[src/rtl/sirv_qspi_flash_seq.sv]
// ---------------------------------------------------------------------------
// sirv_qspi_flash_seq
//
// Runs one QSPI flash read sequence through the QSPI controller's register
// port over ICB: hold chip-select, shift out cmd + 24-bit address, then
// shift `len` dummy bytes while collecting the returned data bytes, and
// finally release chip-select back to auto mode.
//
// Every byte on the wire is one txdata write followed by rxdata polling
// until the controller reports a non-empty FIFO. Only one ICB transaction
// is ever outstanding.
//
// Ports
//   clock, reset          : single clock, synchronous active-high reset
//   start                 : one-cycle request, honoured only when idle
//   cmd / addr / len      : flash command, address, data byte count
//                           (captured when start is accepted)
//   busy                  : sequence in progress (low in IDLE and DONE)
//   done / err            : end-of-sequence pulse, err = poll timeout
//   rx_valid / rx_data    : one pulse per received data byte
//   o_icb_cmd_*           : ICB command channel to QSPI registers
//   o_icb_rsp_*           : ICB response channel from QSPI registers
// ---------------------------------------------------------------------------
module sirv_qspi_flash_seq #(
  parameter logic [31:0] BASE_ADDR = 32'h1001_4000,
  parameter int unsigned POLL_MAX  = 255
) (
  input  logic        clock,
  input  logic        reset,
  input  logic        start,
  input  logic [7:0]  cmd,
  input  logic [23:0] addr,
  input  logic [7:0]  len,
  output logic        busy,
  output logic        done,
  output logic        err,
  output logic        rx_valid,
  output logic [7:0]  rx_data,
  output logic        o_icb_cmd_valid,
  input  logic        o_icb_cmd_ready,
  output logic [31:0] o_icb_cmd_addr,
  output logic        o_icb_cmd_read,
  output logic [31:0] o_icb_cmd_wdata,
  input  logic        o_icb_rsp_valid,
  output logic        o_icb_rsp_ready,
  input  logic [31:0] o_icb_rsp_rdata
);

  localparam logic [31:0] CSMODE_ADDR = BASE_ADDR + 32'h18;
  localparam logic [31:0] TXDATA_ADDR = BASE_ADDR + 32'h48;
  localparam logic [31:0] RXDATA_ADDR = BASE_ADDR + 32'h4C;

  localparam int PW = (POLL_MAX < 2) ? 1 : $clog2(POLL_MAX + 1);
  // Poll count value at which one more empty read means timeout.
  localparam logic [PW-1:0] POLL_LAST = PW'(POLL_MAX - 1);

  typedef enum logic [2:0] {
    IDLE,
    CS_HOLD,
    TX,
    RX,
    CS_AUTO,
    DONE
  } state_t;

  state_t        state, state_nxt;
  // Low: command phase of the current register access; high: awaiting response.
  logic          wait_rsp, wait_rsp_nxt;

  logic [7:0]    cmd_r;
  logic [23:0]   addr_r;
  logic [7:0]    len_r;
  // 9 bits so that 3 + 255 is reachable without wrapping.
  logic [8:0]    idx;
  logic [PW-1:0] poll_cnt;
  logic          err_r;

  logic          cmd_hs;
  logic          rsp_hs;
  logic          rx_empty;
  logic          byte_last;
  logic          poll_last;
  logic          start_acc;
  logic          rsp_unused;

  assign cmd_hs     = o_icb_cmd_valid & o_icb_cmd_ready;
  assign rsp_hs     = o_icb_rsp_ready & o_icb_rsp_valid;
  assign rx_empty   = o_icb_rsp_rdata[31];
  assign byte_last  = (idx == (9'd3 + {1'b0, len_r}));
  assign poll_last  = (poll_cnt == POLL_LAST);
  assign start_acc  = (state == IDLE) && start;
  assign rsp_unused = ^o_icb_rsp_rdata[30:8];

  // Byte placed on the wire for a given index: command, address MSB first,
  // then zero dummies that clock the data bytes back in.
  function automatic logic [7:0] tx_byte_sel(input logic [8:0] i,
                                             input logic [7:0] c,
                                             input logic [23:0] a);
    case (i)
      9'd0:    return c;
      9'd1:    return a[23:16];
      9'd2:    return a[15:8];
      9'd3:    return a[7:0];
      default: return 8'h00;
    endcase
  endfunction

  // ---- control state register ----
  always_ff @(posedge clock) begin
    if (reset) begin
      state    <= IDLE;
      wait_rsp <= 1'b0;
    end else begin
      state    <= state_nxt;
      wait_rsp <= wait_rsp_nxt;
    end
  end

  always_comb begin
    state_nxt    = state;
    wait_rsp_nxt = wait_rsp;
    case (state)
      IDLE: begin
        wait_rsp_nxt = 1'b0;
        if (start) state_nxt = CS_HOLD;
      end
      CS_HOLD, TX, RX, CS_AUTO: begin
        if (!wait_rsp) begin
          if (cmd_hs) wait_rsp_nxt = 1'b1;
        end else if (rsp_hs) begin
          wait_rsp_nxt = 1'b0;
          case (state)
            CS_HOLD: state_nxt = TX;
            TX:      state_nxt = RX;
            RX: begin
              if (rx_empty) state_nxt = poll_last ? CS_AUTO : RX;
              else          state_nxt = byte_last ? CS_AUTO : TX;
            end
            CS_AUTO: state_nxt = DONE;
            default: state_nxt = IDLE;
          endcase
        end
      end
      DONE:    state_nxt = IDLE;
      default: state_nxt = IDLE;
    endcase
  end

  // ---- ICB command decode ----
  always_comb begin
    o_icb_cmd_addr  = 32'h0;
    o_icb_cmd_read  = 1'b0;
    o_icb_cmd_wdata = 32'h0;
    o_icb_cmd_valid = 1'b0;
    case (state)
      CS_HOLD: begin
        o_icb_cmd_addr  = CSMODE_ADDR;
        o_icb_cmd_wdata = 32'h2;
        o_icb_cmd_valid = !wait_rsp;
      end
      TX: begin
        o_icb_cmd_addr  = TXDATA_ADDR;
        o_icb_cmd_wdata = {24'h0, tx_byte_sel(idx, cmd_r, addr_r)};
        o_icb_cmd_valid = !wait_rsp;
      end
      RX: begin
        o_icb_cmd_addr  = RXDATA_ADDR;
        o_icb_cmd_read  = 1'b1;
        o_icb_cmd_valid = !wait_rsp;
      end
      CS_AUTO: begin
        o_icb_cmd_addr  = CSMODE_ADDR;
        o_icb_cmd_wdata = 32'h0;
        o_icb_cmd_valid = !wait_rsp;
      end
      default: ;
    endcase
  end

  assign o_icb_rsp_ready = wait_rsp;
  assign busy            = (state != IDLE) && (state != DONE);
  assign done            = (state == DONE);
  assign err             = err_r;

  // ---- request capture ----
  always_ff @(posedge clock) begin
    if (start_acc) begin
      cmd_r  <= cmd;
      addr_r <= addr;
      len_r  <= len;
    end
  end

  // ---- byte index, poll counter, receive output ----
  always_ff @(posedge clock) begin
    if (reset) begin
      idx      <= 9'd0;
      poll_cnt <= '0;
      err_r    <= 1'b0;
      rx_valid <= 1'b0;
      rx_data  <= 8'h00;
    end else begin
      rx_valid <= 1'b0;
      if (start_acc) begin
        idx   <= 9'd0;
        err_r <= 1'b0;
      end
      if ((state == TX) && wait_rsp && rsp_hs) poll_cnt <= '0;
      if ((state == RX) && wait_rsp && rsp_hs) begin
        if (rx_empty) begin
          poll_cnt <= poll_cnt + PW'(1);
          if (poll_last) err_r <= 1'b1;
        end else begin
          // Bytes 0..3 are clocked in while cmd/addr go out and carry no data.
          if (idx >= 9'd4) begin
            rx_valid <= 1'b1;
            rx_data  <= o_icb_rsp_rdata[7:0];
          end
          if (!byte_last) idx <= idx + 9'd1;
        end
      end
    end
  end

endmodule
[config.mk]
export PLATFORM = sky130hd
export DESIGN_NAME = sirv_qspi_flash_seq
export DESIGN_NICKNAME = d
export VERILOG_FILES = /design/src/rtl/sirv_qspi_flash_seq.sv
export SDC_FILE = /design/constraint.sdc
export NUM_CORES = 1
export LEC_CHECK = 0
export BUFFER_PORTS_ARGS = -buffer_cell sky130_fd_sc_hd__buf_2
export CAP_MARGIN = 15
export CORE_UTILIZATION = 35
export CTS_CLUSTER_DIAMETER = 120
export CTS_CLUSTER_SIZE = 14
export DETAILED_ROUTE_END_ITERATION = 12
export GPL_TIMING_DRIVEN = 0
export HOLD_SLACK_MARGIN = 0.03
export PLACE_DENSITY = 0.72
export SLEW_MARGIN = 5
export SYNTH_ARGS = -nofsm -noshare
export SYNTH_HDL_FRONTEND = slang
export SYNTH_SLANG_ARGS = --single-unit
[constraint.sdc]
create_clock -name clock -period 2.81 [get_ports clock]
set_input_delay 0.562 -clock clock [delete_from_list [all_inputs] [get_ports clock]]
set_output_delay 0.562 -clock clock [all_outputs]
set_load 0.03 [all_outputs]
==> results.md, run 1 <==
* Worst-skew pair later-pin latency at between 0.3 and 0.4 ns
* HP Start: len[2]
* Finished Core Util at 47.76%
* Crit path from: idx[6]
* Reg-to-reg startpoint: idx[6]
* CTS tree: done
* Die area at roughly 11000 um2
* Total global routing overflow at 0
* F_max at 333.3 MHz
* Crit path DAT at 2.44 ns
* Final setup fails at 8
* Nets at slightly above 600
* Die span in x at between 100 and 150 um
* P_leak at between 2 and 2.5 nW
* CTS Buf Count at 9
* Seq/Total Area, Yosys at between 40% and 50%
* Initial Utilization at a little over a third
* Register Area at between 1500 and 2000 um2
* Crit end category: primary output
* Average routed wire per standard cell at 12.09 um
* Synth unique cells at 51
* Ratio of final minimum period to clock period at 106.8%
* Placed insts at 640
* VDD IR max at between 400 and 500 uV
* CTS sink cnt at 71
* Initial DRC count at approximately 130
* Area of the multi-input gates at 1628 um2
* Pre-CTS WS at -0.4067 ns
* Hold slack at 0.3808 ns
* Post-CTS Hold Fix Bufs at 0
* Startpoint class of the critical path: register
* Area after DPL at 4471 um2
* Setup TNS at -1.310 ns
* Post-DR vias/cell at around 4.7
* DRC Markers at 0
* Layout cells sized above 1 at approximately 35%
* Design Area, Final at between 4000 and 5000 um2
* Worst r2r path cells at 7
* GR Util All Layers at approximately 15%
* Initial antenna violation count at 0
* PwrDens at between 400 and 500 nW/um2
* FP Rows at 37
* Pin count of the biggest net entering global routing at 43
* Crit path max fanout at 7
* First-pass GRT wire length at between 10 and 15 mm
* Pre-Repair DR Iteration Count at 4
* Fill cells at approximately 940
* Final ANT Viol Nets at 0
* Post-synth EDFFs at 40
* CTS Buffer Depth at 2
* Hold/Removal Path Class: in -> reg
* Clk slew on worst S/H paths at around 0.080 ns
* CP required at between 2 and 2.5 ns
* Cell area after synthesis at 3704 um2
* YS warnings at 0
* Hold Path Depth at 1
* ANT cells at 0
* Worst slew margin at between 40% and 50%
* Chip height at 104.9 um
* DR vias at 3117
* Cells after synthesis at ~370
* Average size of a mapped cell at a little under 10 um2
* Share of synthesized flip-flops with an asynchronous set or reset at 0%
* WS Path Type: reg -> out
* PortBufs at 82
* #FFs+latches synth at between 70 and 80
* Detailed Place HPWL at 5.646 mm
* Fin worst setup slack at -0.1902 ns
* Min Tclk post-route at 3.000 ns
* Fin. max-slew vios at 0
* Status: finished with violations
* Slew @ Worst Pin at approximately 0.87 ns
* Routability cong. at between 0.8 and 0.9
* Layout Cells excl Fill at about 660
* Clock Tree Root: clkbuf_8
* Violated checks: setup timing
* Post-Route WL at between 8 and 9 mm
* Synth Flop Type: edfxtp_1
* Area delta synth->final at 32.53%
* Vias in the first global route at 2800
* Core ar. at a little over 10000 um2
* Tot Pwr at roughly 2.3 mW
* Final Hold Fails at 0
* Clock skew at about 0.0075 ns
* MaxCap Viol Count at 0
* Unrepaired setup endpoints after global routing: true
* Htree depth at 3
* IO Pins at roughly 160
## flip-flops by register name (all words and copies together) (netlist names)
signal / cells
cmd_r: 8
err: 1
len_r: 8
addr_r: 24
rx_data: 8
idx: 9
state: 3
poll_cnt: 8
o_icb_rsp_ready: 1
rx_valid: 1
## cell usage after synthesis (7+ instances only)
master / n / area share [%]
nand2_1: 29 / 2.9
nor3_1: 8 / 1.1
ha_1: 7 / 2.4
clkbuf_1: 9 / 0.91
dfxtp_1: 31 / 17
xnor2_1: 8 / 1.9
a21oi_1: 22 / 3.0
nand3_1: 13 / 1.8
a22oi_1: 15 / 3.0
buf_4: 52 / 11
a31oi_1: 7 / 1.2
nor2_1: 29 / 2.9
and2_1: 8 / 1.4
inv_1: 17 / 1.7
edfxtp_1: 40 / 32
and3_1: 7 / 1.2
## cells in the final DEF (no fill, tap or decap), drive strengths merged, types with 7 or more instances in the layout
cell type,netlist,final
and3,7,7
nand2,29,29
clkbuf,9,18
buf,57,149
a31oi,7,7
o21ai,10,10
and2,8,8
a21oi,22,22
nand3,13,13
nor2,29,29
dfxtp,31,31
a22oi,15,15
edfxtp,40,40
conb,1,49
xnor2,8,8
inv,17,17
o211ai,7,7
nor3,8,8
ha,7,7
## layer usage
metal | track usage, % | vias to the layer above | wire length (um)
li1 | - | 1539 | -
met1 | 16.44 | 1449 | 3336
met2 | 26.02 | 123 | 4092
met3 | 4.180 | 6 | 515
met4 | 6.539 | 0 | 82
met5 | 0 | - | 0
## kinds of logic after synthesis
| logic type | after synthesis | synth area share (%) |
|---|---|---|
| AO/OA/AOI/OAI | 80 | 15.41 |
| AND/OR/NAND/NOR | 119 | 15.78 |
| XOR/XNOR | 12 | 2.838 |
| multiplexers | 1 | 0.3040 |
| buffers and inverters | 83 | 14.02 |
| other | 1 | 0.1013 |
| adder cells (fa/ha/maj) | 7 | 2.365 |
| flip-flops | 71 | 49.19 |
## worst max-delay path, stage by stage, from the launching register on
cell and delay, ns:
dfxtp_4 0.35, or4_4 0.55, nor4_4 0.26, and2_1 0.20
buf_6 0.13, o41ai_4 0.09, buf_4 0.20, a21oi_1 0.13
buf_4 0.18
## area by class of cell
| class | count | area share (%) |
|---|---|---|
| Buffer | 62 | 8.871 |
| Clock buffer | 9 | 2.524 |
| Clock inverter | 5 | 1.249 |
| Inverter | 17 | 1.300 |
| Multi-Input combinational cell | 268 | 33.16 |
| Sequential cell | 71 | 37.29 |
| Tap cell | 136 | 3.467 |
| Timing Repair Buffer | 96 | 12.13 |
## path summary, 6_finish.rpt
check,endpoint,slack [ns]
min reg2reg,rx_data[3],0.46
max,o_icb_cmd_wdata[0],-0.19
max reg2reg,idx[4],0.34
min,len_r[2],0.38
## timing repair
item,4_1_cts,5_1_grt
resized for setup,28,14
setup buffers,8,6
setup endpoints to repair,8,8
pin swaps,8,2
## power by group
group | leakage, nW | internal [mW] | switching, mW | total [mW]
Combinational | 1.38 | 0.119 | 0.203 | 0.321
Clock | 0.0834 | 0.401 | 0.387 | 0.788
Sequential | 0.635 | 1.15 | 0.0201 | 1.17
Note: power is estimated with default switching activity, not from simulation.
==> run 2, diff against run 1 <==
--- a/config.mk
+++ b/config.mk
@@ -5,6 +5,7 @@
 export SDC_FILE = /design/constraint.sdc
 export NUM_CORES = 1
 export LEC_CHECK = 0
+export ABC_AREA = 1
 export BUFFER_PORTS_ARGS = -buffer_cell sky130_fd_sc_hd__buf_2
 export CAP_MARGIN = 15
 export CORE_UTILIZATION = 35
@@ -13,7 +14,7 @@
 export DETAILED_ROUTE_END_ITERATION = 12
 export GPL_TIMING_DRIVEN = 0
 export HOLD_SLACK_MARGIN = 0.03
-export PLACE_DENSITY = 0.72
+export PLACE_DENSITY = 0.71
 export SLEW_MARGIN = 5
 export SYNTH_ARGS = -nofsm -noshare
 export SYNTH_HDL_FRONTEND = slang
==> run 2 against run 1 <==
Against the previous run:
- the run now ends clean
- final area grew 4.3%
- maximum frequency grew 12%
- power grew 46%
- clock power grew 28%
- largest power group unchanged
==> results.md, run 2 <==
* Hold/Removal Path Class: in -> reg
* IO Pins at 156
* Die span in x at between 100 and 150 um
* Top reg by flops: addr_r
* Crit end category: primary output
* Vias in the first global route at between 3000 and 4000
* Setup TNS at 0 ns
* Detailed Place HPWL at 6.781 mm
* Crit path max fanout at 8
* Max reg flops at 24
* GR Util All Layers at about 15%
* MaxCap Viol Count at 0
* CP required at 2.25 ns
* Post-synth EDFFs at 40
* Initial antenna violation count at 0
* YS warnings at 0
* Pin count of the biggest net entering global routing at 33
* Finished Core Util at 46.62%
* Die area at approximately 12000 um2
* ANT cells at 0
* Core ar. at approximately 11000 um2
* Ratio of final minimum period to clock period at 95.62%
* VDD IR max at around 400 uV
* Most frequent cells in the layout: 100 x nand2_1, 83 x buf_2, 55 x buf_4
* Most common cell in the netlist: nand2_1
* Largest area contributor in the synthesized netlist: edfxtp_1
* Min Tclk post-route at between 2 and 3 ns
* P_leak at around 2.4 nW
* WS Path Type: reg -> out
* Initial DRC count at 269
* Average routed wire per standard cell at 11.54 um
* Top flop regs: addr_r: 24 flops, idx: 9 flops
* Cells after synthesis at ~480
* Share of synthesized flip-flops with an asynchronous set or reset at 0%
* Unrepaired setup endpoints after global routing: true
* Average size of a mapped cell at ~8.4 um2
* Pre-CTS WS at around 0.17 ns
* Slew @ Worst Pin at ~0.55 ns
* Initial Utilization at 36.55%
* PortBufs at 83
* PwrDens at ~650 nW/um2
* Post-synth top cells: 100 x nand2_1, 52 x buf_4, 47 x nor2_1
* Final ANT Viol Nets at 0
* Area delta synth->final at 27.56%
* Cell area after synthesis at around 4000 um2
* Seq/Total Area, Yosys at 45.39%
* Status: finished, final reports clean
* Clk slew on worst S/H paths at roughly 0.060 ns
* Synth Flop Type: edfxtp_1
* DR vias at 3526
* Layout cells sized above 1 at 31.21%
* Clock Tree Root: clkbuf_16
* Clock skew at 0.005382 ns
* Synth unique cells at roughly 40
* Area contributors post-synth: edfxtp_1 30%, dfxtp_1 15%, buf_4 9.7%
* DRC Markers at 0
* First-pass GRT wire length at ~14 mm
* Pre-Repair DR Iteration Count at 4
* Synth top area share at 29.93%
* Crit path DAT at around 2.1 ns
* Fill cells at approximately 1000
* Fin. max-slew vios at 0
* Routability cong. at ~0.8
* F_max at roughly 370 MHz
* Worst slew margin at a little over three fifths
* FP Rows at 38
* Post-Route WL at 8.863 mm
* Final setup fails at 0
* Htree depth at 3
* Chip height at 109.1 um
* Most common cell after layout, fill and taps aside: nand2_1
* CTS Buf Count at 9
* Nets at between 700 and 800
* Final Hold Fails at 0
* Worst-skew pair later-pin latency at ~0.33 ns
* Post-DR vias/cell at roughly 4.6
* CTS sink cnt at 71
* CTS Buffer Depth at 2
* Startpoint class of the critical path: register
* Fin worst setup slack at approximately 0.12 ns
* #FFs+latches synth at between 70 and 80
* Total global routing overflow at 0
* CTS tree: done
-- run 2: cell count changes in the layout (fill, tap and decap cells not counted), sizes merged, moves of 14 or more --
cell and change:
inv +35, nand2 +77, o21ai +14, nor2 +24, nand3 +20
-- run 2: stage by stage --
stage	cells	power [mW]	cell area, um2	hold slack, ns
final	768	3.318	5120	0.4007
after global routing	768	3.479	5120	0.3991
after CTS	765	3.330	5082	0.3967
after detailed placement	749	2.323	4810	0.4850
after global placement	748	2.271	4785	0.4642
after floorplan	525	2.069	4194	0.4517
-- run 2: report_power, final --
part / switching, mW / internal (mW) / leakage [nW]
Sequential: 0.0701 / 1.27 / 0.629
Clock: 0.423 / 0.591 / 0.124
Combinational: 0.658 / 0.308 / 1.69
Total: 1.15 / 2.17 / 2.44
-- run 2: layout make-up --
type	count	area, um2	share of cell area (%)
sequential	71	1822	35.58
timing repair buffer	87	460.4	8.993
multi-input combinational	343	1752	34.21
tap	140	175.2	3.421
buffer	59	441.7	8.627
clock inverter	6	37.54	0.7331
clock buffer	10	229.0	4.472
inverter	52	202.7	3.959
-- run 2: cell families (layout without fill, tap and decap cells) --
logic type	Yosys count	count (layout)	share of synthesized area, %
adders and majority gates	7	7	2.182
DFF	71	71	45.39
AOI/OAI and AO/OA	68	68	10.01
and+or+nand+nor	214	214	25.31
other	1	49	0.09343
buffers and inverters	111	214	15.93
xor gates and xnor gates	5	5	1.091
-- run 2: path summary, 6_finish.rpt --
| kind | from | slack, ns | cells after the start | to |
|---|---|---|---|---|
| max | idx[5] | 0.12 | 8 | o_icb_cmd_wdata[4] |
| max reg2reg | state[0] | 0.79 | 9 | idx[8] |
| min | len[2] | 0.40 | 1 | len_r[2] |
| min reg2reg | poll_cnt[7] | 0.49 | 2 | poll_cnt[7] |
-- run 2: routing by layer --
metal	wire length, um	track usage, %	up-vias
met5	0	0	-
met1	3595	17.85	1579
met4	183	7.432	0
met3	665	2.451	18
li1	-	-	1771
met2	4418	26.82	158
-- run 2: critical path: stages, from the launching register on --
cell     delay [ns]
dfxtp_1        0.34
inv_1          0.18
nand4_4        0.16
nor3_4         0.26
nand2_1        0.15
nand3_1        0.16
o21ai_4        0.11
a31oi_1        0.20
buf_2          0.23
-- run 2: timing repair --
item,CTS,global route
gates resized for setup,1,6
buffers inserted,0,3
endpoints found under the setup margin,8,8
pin swaps,0,2
hold buffers,0,0
